## config.mk

```make
export PLATFORM = sky130hd
export DESIGN_NAME = inst_encoder
export DESIGN_NICKNAME = d
export VERILOG_FILES = /design/src/rtl/inst_encoder_pkg.sv /design/src/rtl/inst_encoder_fifo.sv /design/src/rtl/inst_encoder.sv
export SDC_FILE = /design/constraint.sdc
export NUM_CORES = 1
export LEC_CHECK = 0
export ABC_AREA = 0
export CORE_MARGIN = 2
export CORE_UTILIZATION = 35
export CTS_CLUSTER_SIZE = 25
export DETAILED_ROUTE_END_ITERATION = 10
export DONT_BUFFER_PORTS = 1
export PLACE_DENSITY = 0.47
export REMOVE_ABC_BUFFERS = 1
export SYNTH_ARGS = -nofsm -noshare
export SYNTH_HDL_FRONTEND = slang
export SYNTH_SLANG_ARGS = --single-unit
export TNS_END_PERCENT = 10
```

## constraint.sdc

```tcl
create_clock -name clk -period 3.1 [get_ports clk]
set_clock_uncertainty 0.1 [all_clocks]
set_input_delay 0.62 -clock clk [delete_from_list [all_inputs] [get_ports clk]]
set_output_delay 0.62 -clock clk [all_outputs]
set_load 0.005 [all_outputs]
```

## src/rtl/inst_encoder_pkg.sv

```systemverilog
// Instruction-format definitions (widths, opcodes, functs, tuple kinds, FSM codes) and packing helpers.
// Optional build macro ENC_CHECK_EN enables opcode/funct legality checks (see enc_is_legal).
`ifndef INST_DEF_V
`define INST_DEF_V
`define INST_W      16
`define OPCODE_W    4
`define R_FUNC_W    4
`define RF_ADDR_W   4
`define IMM_W       8
`define FR_FUNC_W   3
`define OP_R        4'h0
`define OP_ADDI     4'h1
`define OP_LDI      4'h2
`define OP_LD       4'h3
`define OP_ST       4'h4
`define OP_B        4'hF
`define R_FUNC_ADD  4'h1
`define R_FUNC_SUB  4'h2
`define R_FUNC_AND  4'h3
`define R_FUNC_OR   4'h4
`define R_FUNC_XOR  4'h5
`define R_FUNC_SLL  4'h6
`define R_FUNC_SRL  4'h7
`define R_FUNC_MOV  4'h8
`define ENC_KIND_R   2'd0
`define ENC_KIND_I   2'd1
`define ENC_KIND_B   2'd2
`define ENC_KIND_RSV 2'd3
`define ENC_ST_IDLE  2'd0
`define ENC_ST_LOAD  2'd1
`define ENC_ST_DRAIN 2'd2
`define ENC_ST_DONE  2'd3
`endif

package inst_encoder_pkg;

   typedef enum logic [1:0] {
      ST_IDLE  = `ENC_ST_IDLE,
      ST_LOAD  = `ENC_ST_LOAD,
      ST_DRAIN = `ENC_ST_DRAIN,
      ST_DONE  = `ENC_ST_DONE
   } enc_state_e;

   // Bit layout must match the instruction decoder exactly.
   function automatic logic [`INST_W-1:0] enc_pack(
      input logic [1:0]            kind,
      input logic [`OPCODE_W-1:0]  op,
      input logic [`R_FUNC_W-1:0]  func,
      input logic [`RF_ADDR_W-1:0] rd,
      input logic [`RF_ADDR_W-1:0] rs,
      input logic [`IMM_W-1:0]     imm,
      input logic [`FR_FUNC_W-1:0] fr_func,
      input logic                  imr_sel
   );
      logic [`INST_W-1:0] w_word;
      w_word = '0;
      case (kind)
         `ENC_KIND_R: w_word = {`OP_R, func, rs, rd};
         `ENC_KIND_I: w_word = {op, imm, rd};
         `ENC_KIND_B: w_word = {`OP_B, imr_sel, fr_func, imm};
         default:     w_word = '0;
      endcase
      return w_word;
   endfunction

   function automatic logic enc_is_legal(
      input logic [1:0]           kind,
      input logic [`OPCODE_W-1:0] op,
      input logic [`R_FUNC_W-1:0] func
   );
      logic w_ok;
      w_ok = 1'b0;
      case (kind)
         `ENC_KIND_R: begin
            case (func)
               `R_FUNC_ADD, `R_FUNC_SUB, `R_FUNC_AND, `R_FUNC_OR,
               `R_FUNC_XOR, `R_FUNC_SLL, `R_FUNC_SRL, `R_FUNC_MOV: w_ok = 1'b1;
               default: w_ok = 1'b0;
            endcase
         end
         `ENC_KIND_I: begin
            case (op)
               `OP_ADDI, `OP_LDI, `OP_LD, `OP_ST: w_ok = 1'b1;
               default: w_ok = 1'b0;
            endcase
         end
         `ENC_KIND_B: w_ok = 1'b1;
         default:     w_ok = 1'b0;
      endcase
      return w_ok;
   endfunction

endpackage

```

## src/rtl/inst_encoder_fifo.sv

```systemverilog
// enc_fifo: synchronous packed-word FIFO with registered full/empty/count flags.
// DEPTH must be a power of two so the pointers wrap naturally.
module enc_fifo import inst_encoder_pkg::*; #(
   parameter int DEPTH = 2
) (
   input  logic                       clk,
   input  logic                       rst_n,
   input  logic                       i_push,
   input  logic [`INST_W-1:0]         i_data,
   input  logic                       i_pop,
   output logic [`INST_W-1:0]         o_data,
   output logic                       o_full,
   output logic                       o_empty,
   output logic [$clog2(DEPTH+1)-1:0] o_count
);
   localparam int PTR_W = $clog2(DEPTH);
   localparam int CNT_W = $clog2(DEPTH+1);
   localparam logic [CNT_W-1:0] CNT_FULL = CNT_W'(DEPTH);
   localparam logic [CNT_W-1:0] CNT_ONE  = CNT_W'(1);
   localparam logic [PTR_W-1:0] PTR_ONE  = PTR_W'(1);

   logic [`INST_W-1:0] r_mem [DEPTH];
   logic [PTR_W-1:0]   r_wp, r_rp;
   logic [CNT_W-1:0]   r_count, w_count_nxt;
   logic               r_full, r_empty;
   logic               w_do_push, w_do_pop;

   // A push into a full FIFO is legal only when a pop frees the slot in the same cycle.
   assign w_do_pop  = i_pop & ~r_empty;
   assign w_do_push = i_push & (~r_full | w_do_pop);

   // Occupancy after this cycle's push/pop.
   always_comb begin
      w_count_nxt = r_count;
      case ({w_do_push, w_do_pop})
         2'b10:   w_count_nxt = r_count + CNT_ONE;
         2'b01:   w_count_nxt = r_count - CNT_ONE;
         default: w_count_nxt = r_count;
      endcase
   end

   // Pointers, occupancy and flags.
   always_ff @(posedge clk) begin
      if (!rst_n) begin
         r_wp    <= '0;
         r_rp    <= '0;
         r_count <= '0;
         r_full  <= 1'b0;
         r_empty <= 1'b1;
      end else begin
         if (w_do_push) r_wp <= r_wp + PTR_ONE;
         if (w_do_pop)  r_rp <= r_rp + PTR_ONE;
         r_count <= w_count_nxt;
         r_full  <= (w_count_nxt == CNT_FULL);
         r_empty <= (w_count_nxt == '0);
      end
   end

   // Storage array.
   always_ff @(posedge clk) begin
      if (!rst_n) begin
         for (int i = 0; i < DEPTH; i++) r_mem[i] <= '0;
      end else if (w_do_push) begin
         r_mem[r_wp] <= i_data;
      end
   end

   assign o_data  = r_mem[r_rp];
   assign o_full  = r_full;
   assign o_empty = r_empty;
   assign o_count = r_count;
endmodule

```

## src/rtl/inst_encoder.sv

```systemverilog
// inst_encoder: packs decoded instruction tuples into words and writes them sequentially to IMEM.
// Build macro ENC_CHECK_EN drops and flags tuples with undefined opcodes/functs.
module inst_encoder import inst_encoder_pkg::*; #(
   parameter int ADDR_W     = 8,
   parameter int FIFO_DEPTH = 2
) (
   input  logic                  clk,
   input  logic                  rst_n,
   input  logic                  start,
   input  logic [ADDR_W-1:0]     start_addr,
   input  logic                  in_valid,
   output logic                  in_ready,
   input  logic                  in_last,
   input  logic [1:0]            in_kind,
   input  logic [`OPCODE_W-1:0]  in_op,
   input  logic [`R_FUNC_W-1:0]  in_func,
   input  logic [`RF_ADDR_W-1:0] in_rd,
   input  logic [`RF_ADDR_W-1:0] in_rs,
   input  logic [`IMM_W-1:0]     in_imm,
   input  logic [`FR_FUNC_W-1:0] in_fr_func,
   input  logic                  in_imr_sel,
   output logic                  im_we,
   output logic [ADDR_W-1:0]     im_addr,
   output logic [`INST_W-1:0]    im_wdata,
   input  logic                  im_ready,
   output logic                  busy,
   output logic                  done,
   output logic                  err,
   output logic [ADDR_W:0]       word_cnt
);
   localparam int CNT_W = $clog2(FIFO_DEPTH+1);
   localparam logic [CNT_W-1:0]  LAST_SLOT = CNT_W'(FIFO_DEPTH-1);
   localparam logic [ADDR_W-1:0] ADDR_ONE  = ADDR_W'(1);
   localparam logic [ADDR_W:0]   WCNT_ONE  = (ADDR_W+1)'(1);
   localparam logic [ADDR_W:0]   WCNT_MAX  = {(ADDR_W+1){1'b1}};

   enc_state_e          r_state, w_state_nxt;
   logic [ADDR_W-1:0]   r_ptr;
   logic [ADDR_W:0]     r_word_cnt;
   logic                r_err;
   logic                r_pend_vld;
   logic [`INST_W-1:0]  r_pend_data;
   logic [`INST_W-1:0]  w_packed, w_head;
   logic                w_full, w_empty, w_accept, w_legal, w_pop;
   logic [CNT_W-1:0]    w_count;

`ifdef ENC_CHECK_EN
   assign w_legal = enc_is_legal(in_kind, in_op, in_func);
`else
   assign w_legal = (in_kind != `ENC_KIND_RSV);
`endif

   assign w_packed = enc_pack(in_kind, in_op, in_func, in_rd, in_rs, in_imm, in_fr_func, in_imr_sel);

   // The in-flight pending word counts as occupied so it can never meet a full FIFO.
   assign in_ready = (r_state == ST_LOAD) & ~w_full & ~(r_pend_vld & (w_count == LAST_SLOT));
   assign w_accept = in_valid & in_ready;
   assign w_pop    = im_we & im_ready;

   enc_fifo #(.DEPTH(FIFO_DEPTH)) u_fifo (
      .clk     (clk),
      .rst_n   (rst_n),
      .i_push  (r_pend_vld),
      .i_data  (r_pend_data),
      .i_pop   (w_pop),
      .o_data  (w_head),
      .o_full  (w_full),
      .o_empty (w_empty),
      .o_count (w_count)
   );

   // Next-state logic for the load sequence.
   always_comb begin
      w_state_nxt = r_state;
      case (r_state)
         ST_IDLE: begin
            if (start) w_state_nxt = ST_LOAD;
            else       w_state_nxt = ST_IDLE;
         end
         ST_LOAD: begin
            if (w_accept && in_last) w_state_nxt = ST_DRAIN;
            else                     w_state_nxt = ST_LOAD;
         end
         ST_DRAIN: begin
            if (w_empty && !r_pend_vld) w_state_nxt = ST_DONE;
            else                        w_state_nxt = ST_DRAIN;
         end
         ST_DONE: w_state_nxt = ST_IDLE;
         default: w_state_nxt = ST_IDLE;
      endcase
   end

   // State register.
   always_ff @(posedge clk) begin
      if (!rst_n) r_state <= ST_IDLE;
      else        r_state <= w_state_nxt;
   end

   // Write pointer, word counter, pending word and sticky error.
   always_ff @(posedge clk) begin
      if (!rst_n) begin
         r_ptr       <= '0;
         r_word_cnt  <= '0;
         r_err       <= 1'b0;
         r_pend_vld  <= 1'b0;
         r_pend_data <= '0;
      end else begin
         if (r_state == ST_IDLE && start) begin
            r_ptr      <= start_addr;
            r_word_cnt <= '0;
         end else if (w_pop) begin
            r_ptr <= r_ptr + ADDR_ONE;
            if (r_word_cnt != WCNT_MAX) r_word_cnt <= r_word_cnt + WCNT_ONE;
         end
         r_pend_vld <= w_accept & w_legal;
         if (w_accept) r_pend_data <= w_packed;
         if (w_accept && !w_legal) r_err <= 1'b1;
      end
   end

   assign im_we    = ~w_empty;
   assign im_addr  = r_ptr;
   assign im_wdata = w_head;
   assign busy     = (r_state != ST_IDLE);
   assign done     = (r_state == ST_DONE);
   assign err      = r_err;
   assign word_cnt = r_word_cnt;
endmodule
```

==> impl_metrics.prom, run 1 <==
# TYPE chip_impl_metric gauge
chip_impl_metric{name="drv.max_cap_violation_count",unit=""} 0
chip_impl_metric{name="final_max_slew_viol_count",unit=""} 0
chip_impl_metric{name="syn_inst",unit=""} 326
chip_impl_info{name="cts_tree",value="yes"} 1
chip_impl_info{name="rsz_0062_raised_after_global_routing",value="false"} 1
chip_impl_metric{name="post_synth_xor_area_fraction",unit="%"} 3.983
chip_impl_metric{name="avgViaCountPerCell",unit=""} 4.974
chip_impl_info{name="timing.setup.critical_path_class",value="reg2out"} 1
chip_impl_metric{name="ctsLongestPathBuffers",unit=""} 2
chip_impl_metric{name="power-per-cell-area",unit="nW/um^2"} 536.3
chip_impl_metric{name="vdd_ir_drop_max",unit="uV"} 212.3
chip_impl_info{name="cp_cell_sequence",value="mux2_2"} 1
chip_impl_metric{name="vias_in_the_first_global_route",unit=""} 2247
chip_impl_metric{name="synth-compound-area-share",unit="%"} 12.38
chip_impl_info{name="critPathCaptureType",value="primary output"} 1
chip_impl_metric{name="fin_area",unit="sq um"} 3861
chip_impl_metric{name="cp.buffers_inverters",unit=""} 0
chip_impl_metric{name="worst-endpoint-required",unit="ps"} 2380
chip_impl_metric{name="die-height",unit="microns"} 104.3
chip_impl_metric{name="synthSimpleGateAreaFrac",unit="%"} 17.78
chip_impl_metric{name="cts_hold_buffers",unit=""} 0
chip_impl_metric{name="synth_top_area_share",unit="%"} 27.31
chip_impl_metric{name="register_area_share_after_synthesis",unit="%"} 52.35
chip_impl_metric{name="grt_max_degree",unit=""} 40
chip_impl_metric{name="post-route-min-period",unit="ps"} 2340
chip_impl_metric{name="first_pass_iters",unit=""} 4
chip_impl_metric{name="critPathMaxFanout",unit=""} 16
chip_impl_metric{name="leakage_power_summed_over_all_cells",unit="uW"} 0.001638
chip_impl_metric{name="async_flop_share",unit="%"} 0
chip_impl_metric{name="drt_iter0_drc",unit=""} 87
chip_impl_info{name="biggest_area_contributors_in_the_synthesized_netlist",value="sky130_fd_sc_hd__edfxtp_1 (27%), sky130_fd_sc_hd__dfxtp_1 (25%), sky130_fd_sc_hd__and2_1 (6.6%)"} 1
chip_impl_metric{name="synth.distinct_cells",unit=""} 37
chip_impl_metric{name="buffer_ports.inserted",unit=""} 0
chip_impl_metric{name="postSynthRegisterBits",unit=""} 76
chip_impl_info{name="hold_path_class",value="in2reg"} 1
chip_impl_metric{name="floorplan.initialDensity",unit="%"} 36.00
chip_impl_metric{name="relSlewSlack",unit="%"} 37.47
chip_impl_metric{name="route.detailed.drc",unit=""} 0
chip_impl_metric{name="ioPinCount",unit=""} 82
chip_impl_metric{name="place.detailed.instances",unit=""} 448
chip_impl_info{name="largest_family_of_logic_cells_by_synthesized_area",value="simple AND/OR/NAND/NOR gates"} 1
chip_impl_metric{name="layout-area-overhead-vs-synth",unit="%"} 9.744
chip_impl_metric{name="grt_pass1_wl",unit="microns"} 12060
chip_impl_metric{name="final_hold_viol_count",unit=""} 0
chip_impl_metric{name="placement_rows",unit=""} 36
chip_impl_metric{name="place_area",unit="sq um"} 3647
chip_impl_info{name="crit_family",value="flip-flops"} 1
chip_impl_metric{name="numClockSinks",unit=""} 76
chip_impl_metric{name="number_of_enable_type_register_cells_in_the_synthesized_netlist",unit=""} 32
chip_impl_metric{name="longest_individual_stage_delay_on_the_worst_path",unit="ps"} 830
chip_impl_metric{name="htreeDepth",unit=""} 3
chip_impl_metric{name="finalNetCount",unit=""} 376
chip_impl_info{name="ys.flop_type",value="sky130_fd_sc_hd__dfxtp_1"} 1
chip_impl_metric{name="finalWeightedCongestion",unit=""} 0.7719
chip_impl_metric{name="yosys.area_share.adder",unit="%"} 2.134
chip_impl_metric{name="dp_hpwl",unit="microns"} 5044
chip_impl_metric{name="routed_wl",unit="microns"} 7523
chip_impl_metric{name="worstPathArrival",unit="ps"} 1620
chip_impl_metric{name="clk_latency",unit="ps"} 340
chip_impl_metric{name="die-area",unit="sq um"} 10870
chip_impl_metric{name="wl_per_cell",unit="microns"} 16.21
chip_impl_info{name="cp-start-kind",value="flop"} 1
chip_impl_metric{name="final_layout_size_suffix_gt1_share",unit="%"} 12.99
chip_impl_metric{name="synth.area.mux_share",unit="%"} 7.681
chip_impl_metric{name="setup_violations",unit=""} 0
chip_impl_metric{name="clock_slew_at_the_register_clock_pins_of_the_worst_setup_and_hold_paths",unit="ps"} 80
chip_impl_metric{name="ctsResizeCount",unit=""} 0
chip_impl_metric{name="layout_worst_path_cycle_share",unit="%"} 75.48
chip_impl_metric{name="cts_inserted_buffers",unit=""} 9
chip_impl_metric{name="gr-total-overflow",unit=""} 0
chip_impl_metric{name="core_region_area",unit="sq um"} 9774
chip_impl_metric{name="syn_avg_cell_area",unit="sq um"} 10.79
chip_impl_metric{name="ys.warnings.count",unit=""} 0
chip_impl_info{name="netlist_top_cells_count",value="sky130_fd_sc_hd__dfxtp_1 (44), sky130_fd_sc_hd__and2_1 (37), sky130_fd_sc_hd__nand2_1 (33)"} 1
chip_impl_metric{name="ant_nets",unit=""} 0
chip_impl_metric{name="timing_worst_slew_pin_value",unit="ps"} 933.9
chip_impl_info{name="clockRootBuffer",value="sky130_fd_sc_hd__clkbuf_8"} 1
chip_impl_info{name="status",value="finished, final reports clean"} 1
chip_impl_metric{name="num_vias",unit=""} 2308
chip_impl_metric{name="max_freq",unit="MHz"} 427.4
chip_impl_info{name="yosysMostFrequentCell",value="sky130_fd_sc_hd__dfxtp_1"} 1
chip_impl_info{name="critical-path-slowest-cell",value="sky130_fd_sc_hd__dfxtp_1"} 1
chip_impl_metric{name="post-cts-setup-buffers",unit=""} 0
chip_impl_metric{name="antenna_diode_instance_count",unit=""} 0
chip_impl_metric{name="final-instance-count-excl-fill",unit=""} 464
chip_impl_metric{name="setup-tns-final",unit="ps"} 0
chip_impl_metric{name="grt_use_total",unit="%"} 14.29
chip_impl_metric{name="die-width",unit="microns"} 104.3
chip_impl_metric{name="antenna_found_initial",unit=""} 0
chip_impl_info{name="post_synth_top_area_cell",value="sky130_fd_sc_hd__edfxtp_1"} 1
chip_impl_metric{name="mappedNetlistArea",unit="sq um"} 3518
-- cell type report --
| cell class | count | area, sq um |
|---|---|---|
| Clock buffer | 9 | 123.9 |
| Clock inverter | 7 | 90.09 |
| Fill cell | 964 | 5913 |
| Inverter | 8 | 32.53 |
| Multi-Input combinational cell | 223 | 1546 |
| Sequential cell | 76 | 1842 |
| Tap cell | 133 | 166.4 |
| Timing Repair Buffer | 8 | 60.06 |
-- logic make-up (layout without fill, tap and decap cells) --
kind of cell	Yosys count	in the layout
adder cells (fa/ha/maj)	6	6
XOR/XNOR	16	16
AND/OR/NAND/NOR	116	116
multiplexers	25	25
AO/OA/AOI/OAI	60	60
flip-flops	76	76
buffers and inverters	27	32
-- worst register-to-register path: cells and delay by family, from the launching register on --
kind | cells | cell delay [ps]
fa+ha+maj | 1 | 160
compound gates | 2 | 320
simple gates | 2 | 760
flops | 1 | 340
buf+inv | 2 | 360
-- placed cells by master, fill, tap and decap left out, types with 2 or more instances in the layout --
cell,synthesis,layout
sky130_fd_sc_hd__dfxtp_1,44,44
sky130_fd_sc_hd__and2_1,37,37
sky130_fd_sc_hd__nand2_1,33,33
sky130_fd_sc_hd__edfxtp_1,32,32
sky130_fd_sc_hd__o211a_1,19,19
sky130_fd_sc_hd__a21oi_1,17,17
sky130_fd_sc_hd__mux2_2,16,16
sky130_fd_sc_hd__nor2_1,12,12
sky130_fd_sc_hd__o21ai_0,11,10
sky130_fd_sc_hd__xor2_1,9,9
sky130_fd_sc_hd__mux2i_1,9,9
sky130_fd_sc_hd__clkbuf_8,0,9
sky130_fd_sc_hd__nand4_1,8,8
sky130_fd_sc_hd__o211ai_1,8,8
sky130_fd_sc_hd__buf_4,0,8
sky130_fd_sc_hd__xnor2_1,7,7
sky130_fd_sc_hd__nor2b_1,7,7
sky130_fd_sc_hd__inv_1,6,6
sky130_fd_sc_hd__ha_1,6,6
sky130_fd_sc_hd__and3_1,5,5
sky130_fd_sc_hd__nand2b_1,3,3
sky130_fd_sc_hd__nand3_1,2,2
sky130_fd_sc_hd__nor3b_1,2,2
sky130_fd_sc_hd__nor3_1,2,2
sky130_fd_sc_hd__nand3b_1,2,2
sky130_fd_sc_hd__clkinv_2,0,2
sky130_fd_sc_hd__bufinv_16,0,2
-- path summary, 6_finish.rpt --
kind | from | end | slack (ps) | depth (start not counted)
worst max-delay path | flop | im_wdata[10] | 760 | 1
worst min-delay path | rst_n | u_fifo.o_empty | 280 | 1
worst max register to register | u_fifo.o_count[1] | r_pend_data[13] | 960 | 7
worst min register to register | r_pend_data[10] | r_pend_data[10] | 410 | 1
-- registers in the layout, summed over array words and instances (netlist names), named ones only --
register	cells
u_fifo.o_empty	1
u_fifo.r_rp	1
word_cnt	9
u_fifo.o_count	1
r_pend_data	16
u_fifo.r_mem	32
u_fifo.r_wp	1
r_pend_vld	1
err	1
u_fifo.o_full	1
r_state	1
im_addr	8
-- through the flow --
stage	hold WS, ps	util [%]	power (uW)	setup slack (ps)
2_1_floorplan	377.4	-	1233	350.9
3_3_place_gp	392.2	37.31	1274	875.7
3_5_place_dp	398.5	37.31	1276	861.7
4_1_cts	249.0	39.50	2102	686.9
5_1_grt	260.6	39.50	2161	632.6
6_report	277.4	39.50	2071	760.3
-- power breakdown --
part           internal [uW]  switching (uW)  leakage [uW]
Clock                    451             370      0.000107
Sequential              1090            33.5      0.000690
Combinational           59.2            71.3      0.000841
Total                   1600             475       0.00164
-- layer usage --
| layer | global-route usage [%] | part of all wire [%] | vias up |
|---|---|---|---|
| met5 | 0 | 0 | - |
| met4 | 5.792 | 1.6 | 0 |
| met3 | 3.571 | 5.3 | 10 |
| met2 | 22.83 | 47 | 46 |
| met1 | 18.50 | 46 | 1106 |
| li1 | - | - | 1146 |
No activity file was read; power rests on OpenSTA's default activity.
==> inputs of run 2 (changes only) <==
==> constraint.sdc (replaced) <==
create_clock -name clk -period 2.3 [get_ports clk]
set_clock_uncertainty 0.1 [all_clocks]
set_input_delay 0.46 -clock clk [delete_from_list [all_inputs] [get_ports clk]]
set_output_delay 0.46 -clock clk [all_outputs]
set_load 0.005 [all_outputs]
==> impl_metrics.prom, run 2 (same netlist as run 1, synthesis figures left out) <==
# TYPE chip_impl_metric gauge
chip_impl_metric{name="place.detailed.instances",unit=""} 449
chip_impl_metric{name="post-route-min-period",unit="ps"} 2036
chip_impl_metric{name="routed_wl",unit="microns"} 7545
chip_impl_metric{name="ctsResizeCount",unit=""} 0
chip_impl_metric{name="largest_register_ff_count",unit=""} 32
chip_impl_info{name="critPathCaptureType",value="flop"} 1
chip_impl_info{name="hold_path_class",value="in2reg"} 1
chip_impl_info{name="clockRootBuffer",value="sky130_fd_sc_hd__clkbuf_8"} 1
chip_impl_metric{name="final_core_util",unit="%"} 39.23
chip_impl_metric{name="grt_pass1_wl",unit="microns"} 12260
chip_impl_info{name="layout_commonest_cell",value="sky130_fd_sc_hd__dfxtp_1"} 1
chip_impl_metric{name="worstPathArrival",unit="ps"} 2140
chip_impl_metric{name="ioPinCount",unit=""} 82
chip_impl_metric{name="cp.buffers_inverters",unit=""} 1
chip_impl_metric{name="dp_hpwl",unit="microns"} 5064
chip_impl_metric{name="power-per-cell-area",unit="nW/um^2"} 668.3
chip_impl_metric{name="place_area",unit="sq um"} 3667
chip_impl_metric{name="die-width",unit="microns"} 104.3
chip_impl_metric{name="ant_nets",unit=""} 0
chip_impl_metric{name="placement_rows",unit=""} 36
chip_impl_metric{name="final_hold_viol_count",unit=""} 0
chip_impl_metric{name="grt.met1_usage",unit="%"} 18.83
chip_impl_info{name="status",value="finished, final reports clean"} 1
chip_impl_metric{name="finalNetCount",unit=""} 377
chip_impl_metric{name="die-area",unit="sq um"} 10870
chip_impl_metric{name="core_region_area",unit="sq um"} 9774
chip_impl_metric{name="die-height",unit="microns"} 104.3
chip_impl_metric{name="use_met2",unit="%"} 22.50
chip_impl_metric{name="num_vias",unit=""} 2315
chip_impl_metric{name="final_max_slew_viol_count",unit=""} 0
chip_impl_metric{name="report.power.total",unit="uW"} 2563
chip_impl_info{name="mostFrequentLayoutCells",value="sky130_fd_sc_hd__dfxtp_1 (44), sky130_fd_sc_hd__and2_1 (37), sky130_fd_sc_hd__nand2_1 (33)"} 1
chip_impl_info{name="timing.setup.critical_path_class",value="reg2reg"} 1
chip_impl_metric{name="ctsLongestPathBuffers",unit=""} 2
chip_impl_info{name="rsz_0062_raised_after_global_routing",value="false"} 1
chip_impl_metric{name="fin_area",unit="sq um"} 3835
chip_impl_metric{name="numClockSinks",unit=""} 76
chip_impl_metric{name="worst-endpoint-required",unit="ps"} 2410
chip_impl_metric{name="cts_hold_buffers",unit=""} 0
chip_impl_metric{name="first_pass_iters",unit=""} 4
chip_impl_metric{name="grt_use_met3",unit="%"} 3.885
chip_impl_metric{name="leakage_power_summed_over_all_cells",unit="uW"} 0.001616
chip_impl_metric{name="post_layout_worst_setup_margin",unit="ps"} 263.6
chip_impl_metric{name="buffer_ports.inserted",unit=""} 0
chip_impl_metric{name="drv.max_cap_violation_count",unit=""} 0
chip_impl_metric{name="route.detailed.drc",unit=""} 0
chip_impl_info{name="cts_tree",value="yes"} 1
chip_impl_metric{name="grt_use_total",unit="%"} 14.33
chip_impl_metric{name="setup_violations",unit=""} 0
chip_impl_metric{name="final_layout_size_suffix_gt1_share",unit="%"} 12.95
chip_impl_metric{name="clock_slew_at_the_register_clock_pins_of_the_worst_setup_and_hold_paths",unit="ps"} 80
chip_impl_metric{name="wl_per_cell",unit="microns"} 16.23
chip_impl_metric{name="reg2reg_slack",unit="ps"} 260
chip_impl_metric{name="final-instance-count-excl-fill",unit=""} 465
chip_impl_metric{name="antenna_found_initial",unit=""} 0
chip_impl_metric{name="finalWeightedCongestion",unit=""} 0.7750
chip_impl_metric{name="n_fill_cell",unit=""} 996
chip_impl_metric{name="vias_in_the_first_global_route",unit=""} 2322
chip_impl_info{name="crit_family",value="simple AND/OR/NAND/NOR gates"} 1
chip_impl_metric{name="layout-area-overhead-vs-synth",unit="%"} 8.997
chip_impl_metric{name="grt_max_degree",unit=""} 40
chip_impl_metric{name="placement.setup.worst_slack",unit="ps"} 207.6
chip_impl_info{name="cp-start-kind",value="flop"} 1
chip_impl_metric{name="antenna_diode_instance_count",unit=""} 0
chip_impl_metric{name="drt_iter0_drc",unit=""} 72
chip_impl_metric{name="longest_individual_stage_delay_on_the_worst_path",unit="ps"} 790
chip_impl_metric{name="post-cts-setup-buffers",unit=""} 0
chip_impl_metric{name="vdd_ir_drop_max",unit="uV"} 271.5
chip_impl_metric{name="max_freq",unit="MHz"} 491.1
chip_impl_metric{name="cts_inserted_buffers",unit=""} 9
chip_impl_metric{name="critPathMaxFanout",unit=""} 16
chip_impl_info{name="critical-path-slowest-cell",value="sky130_fd_sc_hd__nor3b_2"} 1
chip_impl_info{name="cp_cell_sequence",value="nand2b_1 -> inv_4 -> o21ai_4 -> nor3b_2 -> and2_1"} 1
chip_impl_info{name="globalRoute.busiestLayer",value="met2"} 1
chip_impl_info{name="regMostFlops",value="u_fifo.r_mem"} 1
chip_impl_metric{name="gr-total-overflow",unit=""} 0
chip_impl_metric{name="clk_latency",unit="ps"} 340
chip_impl_metric{name="htreeDepth",unit=""} 3
chip_impl_metric{name="relSlewSlack",unit="%"} 36.47
chip_impl_metric{name="timing_worst_slew_pin_value",unit="ps"} 948.8
chip_impl_metric{name="floorplan.initialDensity",unit="%"} 36.00
chip_impl_metric{name="layout_worst_path_cycle_share",unit="%"} 88.54
chip_impl_metric{name="avgViaCountPerCell",unit=""} 4.978
run 2: final cells by class:
class	count	area (sq um)	share of cell area, %
timing repair buffer	9	80.08	2.088
multi-input combinational	223	1546	40.33
inverter	8	32.53	0.8483
clock buffer	10	127.6	3.328
sequential	76	1842	48.03
tap	133	166.4	4.339
clock inverter	6	40.04	1.044
run 2: report_power, final:
group,internal [uW],switching [uW]
logic,82.9,95.9
registers,1460,44.5
clock network,390,486
total,1940,626
run 2: final timing paths:
path                       start                   to  cells past startpoint
setup / recovery  u_fifo.o_empty  u_fifo.r_mem[0][12]                      5
hold / removal             rst_n       u_fifo.o_empty                      1
setup reg to reg  u_fifo.o_empty  u_fifo.r_mem[0][12]                      5
hold reg to reg   r_pend_data[1]       r_pend_data[1]                      1
run 2: routing by layer:
layer,routed length (microns),vias to the layer above
met5,0,-
met1,3612,1101
li1,-,1152
met2,3477,51
met4,125,0
met3,330,11
run 2: per-stage QoR:
step	setup TNS (ps)	hold slack (ps)
2_1_floorplan	-4625	377.4
3_3_place_gp	0	391.1
3_5_place_dp	0	393.5
4_1_cts	0	95.60
5_1_grt	0	105.7
6_report	0	128.2
